[src/rtl/fcw_sweep_gen_if.sv]
// Config/control and FCW output bundle between a sweep master and fcw_sweep_gen.
interface fcw_sweep_gen_if #(
  parameter int FCW_W   = 16,
  parameter int DWELL_W = 16
);
  logic [FCW_W-1:0]   cfg_start_fcw;
  logic [FCW_W-1:0]   cfg_stop_fcw;
  logic [FCW_W-1:0]   cfg_step;
  logic [DWELL_W-1:0] cfg_dwell;
  logic               cfg_load;
  logic               continuous;
  logic               start;
  logic               abort;
  logic [FCW_W-1:0]   fcw_out;
  logic               fcw_valid;
  logic               busy;
  logic               done;
  logic               wrap;

  modport master (
    output cfg_start_fcw, cfg_stop_fcw, cfg_step, cfg_dwell, cfg_load,
           continuous, start, abort,
    input  fcw_out, fcw_valid, busy, done, wrap
  );

  modport slave (
    input  cfg_start_fcw, cfg_stop_fcw, cfg_step, cfg_dwell, cfg_load,
           continuous, start, abort,
    output fcw_out, fcw_valid, busy, done, wrap
  );
endinterface

[src/rtl/fcw_sweep_gen.sv]
// Frequency-sweep controller feeding the NCO FCW: start..stop in fixed steps with dwell.
// Define FCW_SWEEP_TRIANGLE_EN to step back down to start after the top point.
module fcw_sweep_gen #(
  parameter int FCW_W   = 16,
  parameter int DWELL_W = 16
) (
  input  logic           sys_clk,
  input  logic           sys_rst,
  fcw_sweep_gen_if.slave bus
);
  typedef enum logic {IDLE, SWEEP} state_t;

  state_t             state_q;
  logic [FCW_W-1:0]   start_q, stop_q, step_q, fcw_q;
  logic [DWELL_W-1:0] dwell_q, cnt_q;
  logic               vld_q, busy_q, done_q, wrap_q;
  logic [FCW_W:0]     up_sum;
  logic               up_ok, expire;

  // Extra bit catches carry so the FCW never wraps past full scale.
  assign up_sum = {1'b0, fcw_q} + {1'b0, step_q};
  assign up_ok  = (step_q != '0) && !up_sum[FCW_W] && (up_sum[FCW_W-1:0] <= stop_q);
  assign expire = (cnt_q == dwell_q);

`ifdef FCW_SWEEP_TRIANGLE_EN
  logic           dir_q;
  logic [FCW_W:0] dn_dif;
  logic           dn_ok;

  assign dn_dif = {1'b0, fcw_q} - {1'b0, step_q};
  assign dn_ok  = (step_q != '0) && !dn_dif[FCW_W] && (dn_dif[FCW_W-1:0] >= start_q);
`endif

  always_ff @(posedge sys_clk) begin
    if (sys_rst) begin
      state_q <= IDLE;
      start_q <= '0;
      stop_q  <= '0;
      step_q  <= '0;
      dwell_q <= '0;
      cnt_q   <= '0;
      fcw_q   <= '0;
      vld_q   <= 1'b0;
      busy_q  <= 1'b0;
      done_q  <= 1'b0;
      wrap_q  <= 1'b0;
`ifdef FCW_SWEEP_TRIANGLE_EN
      dir_q   <= 1'b0;
`endif
    end else begin
      vld_q  <= 1'b0;
      done_q <= 1'b0;
      wrap_q <= 1'b0;
      case (state_q)
        IDLE: begin
          if (bus.cfg_load) begin
            start_q <= bus.cfg_start_fcw;
            stop_q  <= bus.cfg_stop_fcw;
            step_q  <= bus.cfg_step;
            dwell_q <= bus.cfg_dwell;
          end
          if (bus.start && !bus.abort) begin
            state_q <= SWEEP;
            busy_q  <= 1'b1;
            fcw_q   <= start_q;
            vld_q   <= 1'b1;
            cnt_q   <= '0;
`ifdef FCW_SWEEP_TRIANGLE_EN
            dir_q   <= 1'b0;
`endif
          end
        end
        SWEEP: begin
          // abort outranks dwell expiry: no done/wrap, FCW frozen
          if (bus.abort) begin
            state_q <= IDLE;
            busy_q  <= 1'b0;
          end else if (!expire) begin
            cnt_q <= cnt_q + 1'b1;
          end else begin
            cnt_q <= '0;
`ifdef FCW_SWEEP_TRIANGLE_EN
            if (!dir_q && up_ok) begin
              fcw_q <= up_sum[FCW_W-1:0];
              vld_q <= 1'b1;
            end else if (dn_ok) begin
              dir_q <= 1'b1;
              fcw_q <= dn_dif[FCW_W-1:0];
              vld_q <= 1'b1;
            end else if (bus.continuous) begin
              dir_q  <= 1'b0;
              fcw_q  <= start_q;
              vld_q  <= 1'b1;
              wrap_q <= 1'b1;
            end else begin
              state_q <= IDLE;
              busy_q  <= 1'b0;
              done_q  <= 1'b1;
            end
`else
            if (up_ok) begin
              fcw_q <= up_sum[FCW_W-1:0];
              vld_q <= 1'b1;
            end else if (bus.continuous) begin
              fcw_q  <= start_q;
              vld_q  <= 1'b1;
              wrap_q <= 1'b1;
            end else begin
              state_q <= IDLE;
              busy_q  <= 1'b0;
              done_q  <= 1'b1;
            end
`endif
          end
        end
        default: state_q <= IDLE;
      endcase
    end
  end

  assign bus.fcw_out   = fcw_q;
  assign bus.fcw_valid = vld_q;
  assign bus.busy      = busy_q;
  assign bus.done      = done_q;
  assign bus.wrap      = wrap_q;
endmodule

[src/flat_wrapper.sv]
// flat-port wrapper written by rule: the top's interface ports become plain ports
module fcw_sweep_gen_flat 
#(
  parameter int FCW_W   = 16,
  parameter int DWELL_W = 16
)
  (sys_clk, sys_rst, bus_cfg_start_fcw, bus_cfg_stop_fcw, bus_cfg_step, bus_cfg_dwell, bus_cfg_load, bus_continuous, bus_start, bus_abort, bus_fcw_out, bus_fcw_valid, bus_busy, bus_done, bus_wrap);
  fcw_sweep_gen_if #(.FCW_W(FCW_W), .DWELL_W(DWELL_W)) bus_i ();
  input  logic sys_clk;
  input  logic sys_rst;
  input wire logic [$bits(bus_i.cfg_start_fcw)-1:0] bus_cfg_start_fcw;
  input wire logic [$bits(bus_i.cfg_stop_fcw)-1:0] bus_cfg_stop_fcw;
  input wire logic [$bits(bus_i.cfg_step)-1:0] bus_cfg_step;
  input wire logic [$bits(bus_i.cfg_dwell)-1:0] bus_cfg_dwell;
  input wire logic [$bits(bus_i.cfg_load)-1:0] bus_cfg_load;
  input wire logic [$bits(bus_i.continuous)-1:0] bus_continuous;
  input wire logic [$bits(bus_i.start)-1:0] bus_start;
  input wire logic [$bits(bus_i.abort)-1:0] bus_abort;
  output wire logic [$bits(bus_i.fcw_out)-1:0] bus_fcw_out;
  output wire logic [$bits(bus_i.fcw_valid)-1:0] bus_fcw_valid;
  output wire logic [$bits(bus_i.busy)-1:0] bus_busy;
  output wire logic [$bits(bus_i.done)-1:0] bus_done;
  output wire logic [$bits(bus_i.wrap)-1:0] bus_wrap;
  assign bus_i.cfg_start_fcw = bus_cfg_start_fcw;
  assign bus_i.cfg_stop_fcw = bus_cfg_stop_fcw;
  assign bus_i.cfg_step = bus_cfg_step;
  assign bus_i.cfg_dwell = bus_cfg_dwell;
  assign bus_i.cfg_load = bus_cfg_load;
  assign bus_i.continuous = bus_continuous;
  assign bus_i.start = bus_start;
  assign bus_i.abort = bus_abort;
  assign bus_fcw_out = bus_i.fcw_out;
  assign bus_fcw_valid = bus_i.fcw_valid;
  assign bus_busy = bus_i.busy;
  assign bus_done = bus_i.done;
  assign bus_wrap = bus_i.wrap;
  fcw_sweep_gen #(.FCW_W(FCW_W), .DWELL_W(DWELL_W)) u_core (.sys_clk(sys_clk), .sys_rst(sys_rst), .bus(bus_i));
endmodule
[config.mk]
export PLATFORM = sky130hd
export DESIGN_NAME = fcw_sweep_gen_flat
export DESIGN_NICKNAME = d
export VERILOG_FILES = /design/src/rtl/fcw_sweep_gen_if.sv /design/src/rtl/fcw_sweep_gen.sv /design/src/flat_wrapper.sv
export SDC_FILE = /design/constraint.sdc
export NUM_CORES = 1
export LEC_CHECK = 0
export BUFFER_PORTS_ARGS = -buffer_cell sky130_fd_sc_hd__clkbuf_2
export CORE_MARGIN = 4
export CORE_UTILIZATION = 55
export CTS_CLUSTER_DIAMETER = 50
export DETAILED_ROUTE_END_ITERATION = 10
export GPL_ROUTABILITY_DRIVEN = 0
export PLACE_DENSITY = 0.88
export SLEW_MARGIN = 10
export SYNTH_ARGS = -nofsm -noshare
export SYNTH_HDL_FRONTEND = slang
export SYNTH_SLANG_ARGS = --single-unit
[constraint.sdc]
create_clock -name sys_clk -period 11.2 [get_ports sys_clk]
set_clock_uncertainty 0.05 [all_clocks]
set_input_delay 0.56 -clock sys_clk [delete_from_list [all_inputs] [get_ports sys_clk]]
set_output_delay 0.56 -clock sys_clk [all_outputs]
set_load 0.03 [all_outputs]
==> summary.txt <==
Status = finished, final reports clean
Yosys top cell area share = 39.0%
Row count = 35
CP Max Fanout = 32
Clock Tree Buf Depth = 2
Post_cts resized = 0
Worst Path Required = 11.45 ns
Post-CTS setup buffers = 0
Clock-pin slew of the registers on the worst-case setup and hold paths = 0.10 ns
RSZ-0062 raised after global routing = no
#FFs+latches synth = 101
Worst r2r src = u_core.bus.fcw_out[0]
CP Class = reg2reg
Antenna cell count = 0
Most common cell after layout, fill and taps aside = nand2_1
Post-synthesis sequential area ratio = 39.0%
# IOs = 90
Syn Nets = 775
Setup violations, final = 0
Fin. max-slew vios = 0
H-tree Lvls = 3
Critical path startpoint category = flip-flop
Period minus WS final = 5.17 ns
DR vias = 5,022
1st-iter DRT viols = 423
DR pass1 iterations = 5
End of the worst hold path = u_core.stop_q[15]
Synth Area per Inst = 7.73 sq um
Power Dens Cells = 135 mW/mm^2
Worst EP arrival = 5.41 ns
EDFF count, synth = 0
Chip Height = 105 um
Period utilization = 46.1%
Top cells by area, synth = dfxtp_1 39%, nand2_1 12%, a21oi_1 9.5%
Tot Pwr = 0.000788 W
Vias per cell = 5.86
CTS root buffer = clkbuf_8
Distinct cell type count after synthesis = 51
CTS tree = built
Die area = 0.0110 sq mm
HP Class = in2reg
Share of cells above drive strength 1 = 15.7%
Total track usage = 24.8%
Cell area after synthesis = 0.00519 sq mm
Leak pwr = 2.54 nW
DRT antenna net count = 0
Max Cap Violations = 0
CTS Hold Bufs = 0
Slew @ Worst Pin = 1.21 ns
Nets = 845
Starting Density = 56.4%
Hold Crit Depth = 3
GRT overflow = 0
Setup_tns = 0 ns
R2r endpoint = u_core.bus.fcw_out[7]
CP endpoint kind = flip-flop
Commonest cells after routing, fill and taps aside = 164 x nand2_1, 101 x dfxtp_1, 98 x a21oi_1
R2R Setup Slk = 6.03 ns
Worst ir drop on vdd = 70.9 uV
Post-Route WL = 13.6 mm
Largest net degree at the start of global routing = 78
Asr flop ratio synth = 0%
Leading area contributor after synthesis = dfxtp_1
Vias in the first global route = 4,788
Clock latency on the worst-skew pair = 0.37 ns
Hold Crit Start = bus_cfg_stop_fcw[15]
Total CTS buffers = 9
Dominant synthesized flop cell = dfxtp_1
Detailed placement HPWL = 10.1 mm
I/O Buffers = 89
Core ar. = 0.00920 sq mm
Area growth, synth to finish = 12.7%
WL/cell = 15.9 um
Cells on worst reg2reg path = 18
Antenna violations before repair = 0
Residual DRC = 0
Max-Slew Margin vs Limit = 19.0%
Fin. Hold Viols = 0
Syn Inst Count = 671
F_max = 0.193 GHz
DIE WIDTH = 105 um
First-pass GRT wire length = 22.7 mm
Synth warnings = 0
Total clock sinks = 101
## final cells by class
cell class	instances	area (sq um)
Clock inverter	5	43.8
Tap cell	111	139
Timing Repair Buffer	91	460
Clock buffer	11	141
Inverter	31	116
Multi-Input combinational cell	507	2930
Fill cell	803	3350
Sequential cell	101	2020
## sequential cells by signal, indices dropped and copies added, names as in the netlist
| signal | count |
|---|---|
| u_core.bus.fcw_out | 16 |
| u_core.cnt_q | 16 |
| u_core.dwell_q | 16 |
| u_core.start_q | 16 |
| u_core.step_q | 16 |
| u_core.stop_q | 16 |
| u_core.bus.busy | 1 |
| u_core.bus.done | 1 |
| u_core.bus.fcw_valid | 1 |
| u_core.bus.wrap | 1 |
| u_core.state_q | 1 |
## worst max-delay path: stages, from the launching register on
cell and delay (ns):
dfxtp_1 0.35, ha_1 0.25, inv_1 0.08, fa_1 0.21, nor2b_1 0.07, o21ai_1 0.17
nand4_1 0.20, a2111oi_0 0.76, o2111ai_1 0.20, o311ai_0 0.24, ha_1 0.26, nand4_1 0.13
or4_4 0.47, nor2_4 0.15, a211oi_1 0.09, nor3_4 0.28, o21a_1 0.77, o21ai_0 0.19
a31oi_1 0.18
## stage by stage
step / util [%] / area [sq um] / hold WS, ns / setup slack, ns / cells
global placement: 61.6 / 5660 / 0.394 / 6.33 / 841
finish: 63.6 / 5850 / 0.349 / 6.03 / 857
global route: 63.6 / 5850 / 0.342 / 5.69 / 857
CTS: 63.6 / 5850 / 0.340 / 6.14 / 857
floorplan: - / 5190 / 0.386 / 6.95 / 671
detailed placement: 61.6 / 5660 / 0.397 / 6.21 / 841
## layer usage
metal  share of wire [%]  vias to the layer above  GRT usage (%)
li1                    -                     2451              -
met1                  43                     2298           32.6
met2                  46                      234           41.0
met3                 7.8                       39           4.26
met4                 2.8                        0           8.81
met5                   0                        -              0
## kinds of logic (layout without fill, tap and decap cells)
| kind of cell | after synthesis | count (layout) | share of synthesized area, % |
|---|---|---|---|
| fa+ha+maj | 34 | 34 | 8.35 |
| flops | 101 | 101 | 39.0 |
| buf+inv | 63 | 138 | 4.82 |
| mux | 7 | 7 | 1.35 |
| simple gates | 264 | 264 | 22.4 |
| compound gates | 166 | 166 | 18.0 |
| xor+xnor | 36 | 36 | 6.08 |
## cell usage after synthesis, types with 4 or more instances
| cell type | number |
|---|---|
| nor2_1 | 35 |
| o21ai_0 | 29 |
| ha_1 | 33 |
| nor4_1 | 9 |
| and3_1 | 6 |
| buf_1 | 6 |
| nand4_1 | 14 |
| a31oi_1 | 9 |
| a21oi_1 | 98 |
| nor2b_1 | 4 |
| xnor2_1 | 9 |
| inv_1 | 31 |
| nor3_1 | 4 |
| nand3_1 | 12 |
| nand2_1 | 165 |
| or2_2 | 4 |
| dfxtp_1 | 101 |
| xor2_1 | 27 |
| clkbuf_1 | 22 |
| mux2i_1 | 7 |
## power breakdown
group / internal (W) / total (W) / leakage [nW] / switching, W
sequential: 0.000378 / 0.000395 / 0.828 / 0.0000171
combinational: 0.0000634 / 0.000171 / 1.62 / 0.000107
clock: 0.0000898 / 0.000222 / 0.0881 / 0.000132
## worst max-delay path by stage
| stage | depth (start not counted) | endpoint | slack (ns) | start |
|---|---|---|---|---|
| after floorplan | 17 | u_core.bus.fcw_out[9] | 6.95 | u_core.bus.fcw_out[1] |
| after global placement | 18 | u_core.bus.fcw_out[0] | 6.33 | u_core.bus.fcw_out[0] |
| after detailed placement | 18 | u_core.bus.fcw_out[5] | 6.21 | u_core.step_q[0] |
| after CTS | 18 | u_core.bus.fcw_out[5] | 6.14 | u_core.bus.fcw_out[0] |
| after global routing | 18 | u_core.bus.fcw_out[10] | 5.69 | u_core.bus.fcw_out[0] |
| final | 18 | u_core.bus.fcw_out[7] | 6.03 | u_core.bus.fcw_out[0] |
Power figures use the tool's default switching activity.
